### config.mk
export PLATFORM = sky130hd
export DESIGN_NAME = nibble_sub_driver
export DESIGN_NICKNAME = d
export VERILOG_FILES = /design/src/rtl/nibble_sub_pkg.sv /design/src/rtl/nibble_sub_driver_lfsr.sv /design/src/rtl/nibble_sub_driver.sv
export SDC_FILE = /design/constraint.sdc
export NUM_CORES = 1
export LEC_CHECK = 0
export ABC_CLOCK_PERIOD_IN_PS = 3000
export BUFFER_PORTS_ARGS = -buffer_cell sky130_fd_sc_hd__buf_2
export CORE_MARGIN = 1
export CORE_UTILIZATION = 59
export CTS_BUF_LIST = sky130_fd_sc_hd__clkbuf_4
export DETAILED_ROUTE_END_ITERATION = 12
export HOLD_SLACK_MARGIN = 0.1
export PLACE_DENSITY = 0.87
export SKIP_CTS_REPAIR_TIMING = 1
export SYNTH_ARGS = -nofsm -noshare
export SYNTH_HDL_FRONTEND = slang
export SYNTH_SLANG_ARGS = --single-unit
export TNS_END_PERCENT = 10
### constraint.sdc
create_clock -name clk -period 3 [get_ports clk]
set_input_delay 0.3 -clock clk [delete_from_list [all_inputs] [get_ports clk]]
set_output_delay 0.3 -clock clk [all_outputs]
set_load 0.03 [all_outputs]
### src/rtl/nibble_sub_pkg.sv
// Shared types, widths and reference functions for the packed-nibble subtract BIST.
package nibble_sub_pkg;

    localparam int NIBBLE_W = 4;
    localparam int RES_W    = 5;
    localparam int OP_W     = 2 * NIBBLE_W;

    // FSM encodings kept as plain constants so older tools and netlists agree on values.
    typedef logic [1:0] state_t;
    localparam state_t ST_IDLE  = 2'd0;
    localparam state_t ST_WAIT  = 2'd1;
    localparam state_t ST_CHECK = 2'd2;
    localparam state_t ST_DONE  = 2'd3;

    // Feedback taps for x^8+x^6+x^5+x^4+1 on a left-shifting register: bits 7,5,4,3.
    localparam logic [OP_W-1:0] LFSR_TAPS = 8'hB8;

    // Reference difference: zero-extended a minus zero-extended b, wrapped to 5 bits.
    function automatic logic [RES_W-1:0] exp_diff(input logic [OP_W-1:0] op);
        exp_diff = {1'b0, op[NIBBLE_W-1:0]} - {1'b0, op[OP_W-1:NIBBLE_W]};
    endfunction

    // One Fibonacci step: shift left, feed the XOR of the tapped bits into bit 0.
    function automatic logic [OP_W-1:0] lfsr_step(input logic [OP_W-1:0] s);
        lfsr_step = {s[OP_W-2:0], ^(s & LFSR_TAPS)};
    endfunction

    // The all-zero state locks the LFSR, so it is replaced by 1.
    function automatic logic [OP_W-1:0] safe_seed(input logic [OP_W-1:0] s);
        safe_seed = (s == '0) ? 8'h01 : s;
    endfunction

endpackage

### src/rtl/nibble_sub_driver_lfsr.sv
// Operand generator: 8-bit Fibonacci LFSR with optional runtime reseed.
// The next state is exported so a consumer can load it in the same cycle the register advances.
module operand_lfsr
    import nibble_sub_pkg::*;
#(
    parameter logic [OP_W-1:0] SEED = 8'hA5
) (
    input  logic            clk,
    input  logic            rst,
    input  logic            load,
    input  logic [OP_W-1:0] seed,
    input  logic            advance,
    output logic [OP_W-1:0] state,
    output logic [OP_W-1:0] next_state
);

    logic [OP_W-1:0] lfsr_q;
    logic [OP_W-1:0] lfsr_d;
    logic [OP_W-1:0] lfsr_step_val;

    assign lfsr_step_val = lfsr_step(lfsr_q);

    // Select between holding, reseeding and stepping the register.
    always_comb begin
        lfsr_d = lfsr_q;
        if (load) begin
            lfsr_d = safe_seed(seed);
        end else if (advance) begin
            lfsr_d = lfsr_step_val;
        end
    end

    // State register; reset always lands on a non-zero seed.
    always_ff @(posedge clk or posedge rst) begin
        if (rst) begin
            lfsr_q <= safe_seed(SEED);
        end else begin
            lfsr_q <= lfsr_d;
        end
    end

    assign state      = lfsr_q;
    assign next_state = lfsr_step_val;

endmodule

### src/rtl/nibble_sub_driver.sv
// BIST initiator for the packed-nibble subtractor: drives {b,a} operand pairs from an LFSR,
// waits the responder latency, checks the 5-bit difference and reports pass/error status.
module nibble_sub_driver
    import nibble_sub_pkg::*;
#(
    parameter int              NUM_VECTORS = 16,
    parameter int              LATENCY     = 1,
    parameter logic [OP_W-1:0] LFSR_SEED   = 8'hA5
) (
    input  logic             clk,
    input  logic             rst,
    input  logic             start,
    output logic [OP_W-1:0]  op_out,
    input  logic [RES_W-1:0] res_in,
    output logic             busy,
    output logic             done,
    output logic             pass,
    output logic [7:0]       err_count,
    output logic [OP_W-1:0]  fail_op,
    output logic [RES_W-1:0] fail_res
);

    localparam logic [7:0] LAST_VEC  = 8'(NUM_VECTORS - 1);
    localparam logic [2:0] WAIT_LOAD = 3'(LATENCY);

    state_t           state_q,  state_d;
    logic [2:0]       wcnt_q,   wcnt_d;
    logic [7:0]       vcnt_q,   vcnt_d;
    logic [OP_W-1:0]  op_q,     op_d;
    logic             busy_q,   busy_d;
    logic             done_q,   done_d;
    logic             pass_q,   pass_d;
    logic [7:0]       err_q,    err_d;
    logic [OP_W-1:0]  fop_q,    fop_d;
    logic [RES_W-1:0] fres_q,   fres_d;

    logic             lfsr_advance;
    logic [OP_W-1:0]  lfsr_state;
    logic [OP_W-1:0]  lfsr_next;
    logic             mismatch;

    operand_lfsr #(
        .SEED(LFSR_SEED)
    ) u_lfsr (
        .clk       (clk),
        .rst       (rst),
        .load      (1'b0),
        .seed      (LFSR_SEED),
        .advance   (lfsr_advance),
        .state     (lfsr_state),
        .next_state(lfsr_next)
    );

    assign mismatch = (res_in != exp_diff(op_q));

    // Run sequencing, operand drive, result checking and first-failure capture.
    always_comb begin
        state_d      = state_q;
        wcnt_d       = wcnt_q;
        vcnt_d       = vcnt_q;
        op_d         = op_q;
        busy_d       = busy_q;
        done_d       = 1'b0;
        pass_d       = pass_q;
        err_d        = err_q;
        fop_d        = fop_q;
        fres_d       = fres_q;
        lfsr_advance = 1'b0;

        case (state_q)
            ST_IDLE: begin
                if (start) begin
                    err_d   = 8'h00;
                    pass_d  = 1'b0;
                    fop_d   = '0;
                    fres_d  = '0;
                    op_d    = lfsr_state;
                    wcnt_d  = WAIT_LOAD;
                    vcnt_d  = 8'h00;
                    busy_d  = 1'b1;
                    state_d = ST_WAIT;
                end
            end

            ST_WAIT: begin
                if (wcnt_q <= 3'd1) begin
                    state_d = ST_CHECK;
                end else begin
                    wcnt_d = wcnt_q - 3'd1;
                end
            end

            ST_CHECK: begin
                if (mismatch) begin
                    if (err_q != 8'hFF) begin
                        err_d = err_q + 8'd1;
                    end
                    if (err_q == 8'h00) begin
                        fop_d  = op_q;
                        fres_d = res_in;
                    end
                end
                // The sequence advances after every vector so the next run continues it.
                lfsr_advance = 1'b1;
                if (vcnt_q == LAST_VEC) begin
                    state_d = ST_DONE;
                end else begin
                    op_d    = lfsr_next;
                    vcnt_d  = vcnt_q + 8'd1;
                    wcnt_d  = WAIT_LOAD;
                    state_d = ST_WAIT;
                end
            end

            ST_DONE: begin
                done_d  = 1'b1;
                busy_d  = 1'b0;
                pass_d  = (err_q == 8'h00);
                state_d = ST_IDLE;
            end

            default: begin
                state_d = ST_IDLE;
            end
        endcase
    end

    // All control and status registers; reset abandons any run without a done pulse.
    always_ff @(posedge clk or posedge rst) begin
        if (rst) begin
            state_q <= ST_IDLE;
            wcnt_q  <= 3'd0;
            vcnt_q  <= 8'h00;
            op_q    <= '0;
            busy_q  <= 1'b0;
            done_q  <= 1'b0;
            pass_q  <= 1'b0;
            err_q   <= 8'h00;
            fop_q   <= '0;
            fres_q  <= '0;
        end else begin
            state_q <= state_d;
            wcnt_q  <= wcnt_d;
            vcnt_q  <= vcnt_d;
            op_q    <= op_d;
            busy_q  <= busy_d;
            done_q  <= done_d;
            pass_q  <= pass_d;
            err_q   <= err_d;
            fop_q   <= fop_d;
            fres_q  <= fres_d;
        end
    end

    assign op_out    = op_q;
    assign busy      = busy_q;
    assign done      = done_q;
    assign pass      = pass_q;
    assign err_count = err_q;
    assign fail_op   = fop_q;
    assign fail_res  = fres_q;

endmodule

==> results <==
- The number of detailed-routing iterations run before antenna repair is 4.
- The worst-path maximum fanout is 13.
- Clock-pin slew was measured on the worst setup and hold paths at 0.15 ns.
- Among cell families on the critical path, the largest total delay comes from compound AO/OA/AOI/OAI gates.
- The part of the Yosys area used for sequential elements is 0.501.
- The class of the worst hold path is in2async.
- Setup violations remaining at the end of the flow were counted as 0.
- The worst register-to-register path ends at fail_op[6].
- The async set or reset register ratio after synthesis is 1.00.
- The clock latency on the worst-skew pair is 0.37 ns.
- In this design, the stage delay of the slowest critical-path cell is 0.51 ns.
- Summed over all layers, the routed wires come to 5390 µm.
- The number of global-route vias before repair is 1,903.
- The initial antenna violation count is 0.
- Static timing analysis puts the maximum clock frequency at 374 MHz.
- The die is 69.1 µm tall.
- The switching power is 0.681 mW.
- For this run, the total global-route usage over all layers was measured as 0.239.
- The per-cell via count in the routed design is 6.02.
- The floorplan has 24 rows.
- The clock power share is 0.216.
- The HPWL after detailed placement is 3790 µm.
- The CTS sink count is 53.
- After synthesis, the netlist uses 49 different library cells.
- The fraction of power consumed by combinational cells is 0.319.
- The die area is 4770 µm².
- The sequential power share is 0.466.
- For this design the ratio of total power to cell area is 622 nW/µm².
- The number of violations of the max-capacitance limit is 0.
- Traced cell by cell, the critical path runs through inv_1 > ha_1 > fa_1 > xnor3_1 > nor4_2 > nand3_1 > o21ai_2 > a32o_1.
- STA classifies the critical path startpoint as a register.
- The total leakage power is 1.49 nW.
- In this run the clock root is driven by a clkbuf_4.
- The maximum number of pins on one net before global-route repair is 54.
- The number of antenna diodes in the final layout is 0.
- After layout, the minimum clock period comes to 2.68 ns.
- Setup repair after global routing left no endpoint under its margin.
- The average cell area after synthesis is 10.5 µm².
- The worst pin sits at a relative slew slack of 0.279.
- The first global-routing pass estimated 9120 µm of wire.
- Internal power comes to 1.16 mW.
- The run finished with clean final reports.
- In the layout the commonest cells are dfrtp_1, nand2_1, buf_2.
- The number of endpoints with negative hold slack in the final report came to 0.
- The largest buffer count on any clock path is 2.
- The count of flip-flops with a built-in enable after synthesis is 0.
- The sum of negative setup slack is 0 ns.
- The initial detailed-routing violation count is 192.
- The instance count of the mapped netlist is 254.
- After synthesis the cells add up to 2660 µm².
- The total clock buffers created by CTS is 5.
- The I/O pin count is 40.
- Among all flip-flop cells after synthesis, the most frequent one is dfrtp_1.
- Across the VDD grid, the largest voltage drop is 0.295 mV.
- For this block, the via count after detailed routing is 2,082.
- The maximum level of the CTS H-tree is 2.
- For the pin with the worst max-slew slack, the measured transition is 1.08 ns.
- The internal reg-to-reg setup slack is 0.32 ns.
- The worst setup path is captured at a register.
- The critical path is of the reg2reg type.
- The number of nets handed over by synthesis was 272.
- The remaining number of nets flagged by the antenna check after routing is 0.
- The final setup skew is 0.0158 ns.
- The final count of pins violating max slew is 0.
- The synthesized design contains 53 register bits.
- Of the available clock period, the critical path in the final layout requires 0.892.
- Overall power consumption after layout is estimated at 1.84 mW.
- The critical path data required time is 3.32 ns.
- Of the cells placed in the final design, the portion with a size suffix greater than 1 is 0.211.
- The number of cells on the worst reg-to-reg path is 8.
- The buffer and inverter count on the worst path is 1.
- The final cell utilization of the core is 0.680.
- Among all stages on the critical path, the largest delay is contributed by o21ai_2.
- The chip width is 69.1 µm.
- The number of warning messages in the yosys log is 0.
- The number of remaining DRC errors is 0.
- STA puts the critical path data arrival time at 3.00 ns.
- During placement, the flow inserted port buffers numbering 39.
- The leading cell type in the layout, fill and taps excluded is dfrtp_1.
- The area growth from synthesis to layout is 11.5%.
- The final routed wire length divided by cell count is 15.6 µm.
- The switching share of power is 0.369.
- The worst register-to-register path begins at op_out[0].
- After global routing the overflow that remains totals 0.
- The last weighted congestion value of the routability-driven placer is 0.837.
- The net count of the finished layout is 311.
- The initial core utilization is 0.610.
- The CTS tree is built.
- The placeable core region is 4350 µm².
## per-layer routing
metal  track usage  up-vias  wire [µm]
met2         0.374       63       2600
met5             0        -          0
li1              -      985          -
met1         0.332     1021       2440
met3        0.0424       13        220
met4        0.0930        0        133
## power groups by stage
| stage | clock [mW] | sequential, mW | combinational (mW) |
|---|---|---|---|
| after floorplan | 0 | 0.971 | 0.331 |
| after global placement | 0 | 0.868 | 0.577 |
| after detailed placement | 0 | 0.873 | 0.589 |
| after CTS | 0.406 | 0.859 | 0.591 |
| after global routing | 0.432 | 0.870 | 0.643 |
| final | 0.398 | 0.859 | 0.588 |
## state kept, by name, indices dropped and copies added, names as in the netlist
signal / count
op_out: 8
busy: 1
state_q: 2
u_lfsr.state: 8
wcnt_q: 3
pass: 1
err_count: 8
done: 1
vcnt_q: 8
fail_op: 8
fail_res: 5
## cell usage after synthesis, drive strengths merged, types with 2 or more instances
master,instances,area [µm²]
nor2b,3,18.8
a31oi,3,18.8
o21ba,2,20.0
o32a,5,50.1
a21o,5,37.5
nor3,2,10.0
nand2b,2,12.5
o221ai,2,17.5
a32o,13,130
nand4,5,31.3
and3,6,37.5
o21ai,16,83.8
mux2,3,33.8
inv,12,45.0
dfstp,4,105
xor2,7,80.1
nand2,43,169
nor2,9,36.3
nand3,7,35.0
or3,2,12.5
clkbuf,5,18.8
dfrtp,49,1230
xnor2,6,52.6
a21oi,12,60.1
ha,9,113
nand3b,2,15.0
buf,6,43.8
## logic make-up after synthesis
kind of cell	count (synthesis)	synth area share
muxes	3	0.0127
xor gates and xnor gates	14	0.0584
adders and majority gates	10	0.0499
and+or+nand+nor	86	0.159
AOI/OAI and AO/OA	65	0.178
buffers and inverters	23	0.0405
DFF	53	0.501
## how the worst max path moves through the flow
stage / startpoint / cells after the start / slack (ns) / end
floorplan: op_out[0] / 10 / 0.44 / fail_op[0]
global placement: op_out[0] / 8 / 0.50 / fail_op[0]
detailed placement: op_out[0] / 8 / 0.35 / fail_op[6]
CTS: op_out[0] / 8 / 0.31 / fail_op[6]
global route: op_out[0] / 8 / 0.12 / fail_op[6]
finish: op_out[0] / 8 / 0.32 / fail_op[6]
## per-stage QoR
stage	setup WS (ns)	area (µm²)	hold slack, ns	instances
after floorplan	0.438	2660	0.452	254
after global placement	0.496	2880	0.460	338
after detailed placement	0.349	2880	0.465	338
after CTS	0.315	2960	0.179	346
after global routing	0.123	2960	0.179	346
final	0.323	2960	0.161	346
## layout make-up
type / count / area, µm²
fill: 347 / 1390
clock inverter: 2 / 33.8
multi-input combinational: 178 / 1220
timing repair buffer: 43 / 225
tap: 52 / 65.1
clock buffer: 6 / 45.0
inverter: 12 / 45.0
sequential: 53 / 1330
(Power assumes the default switching activity.)
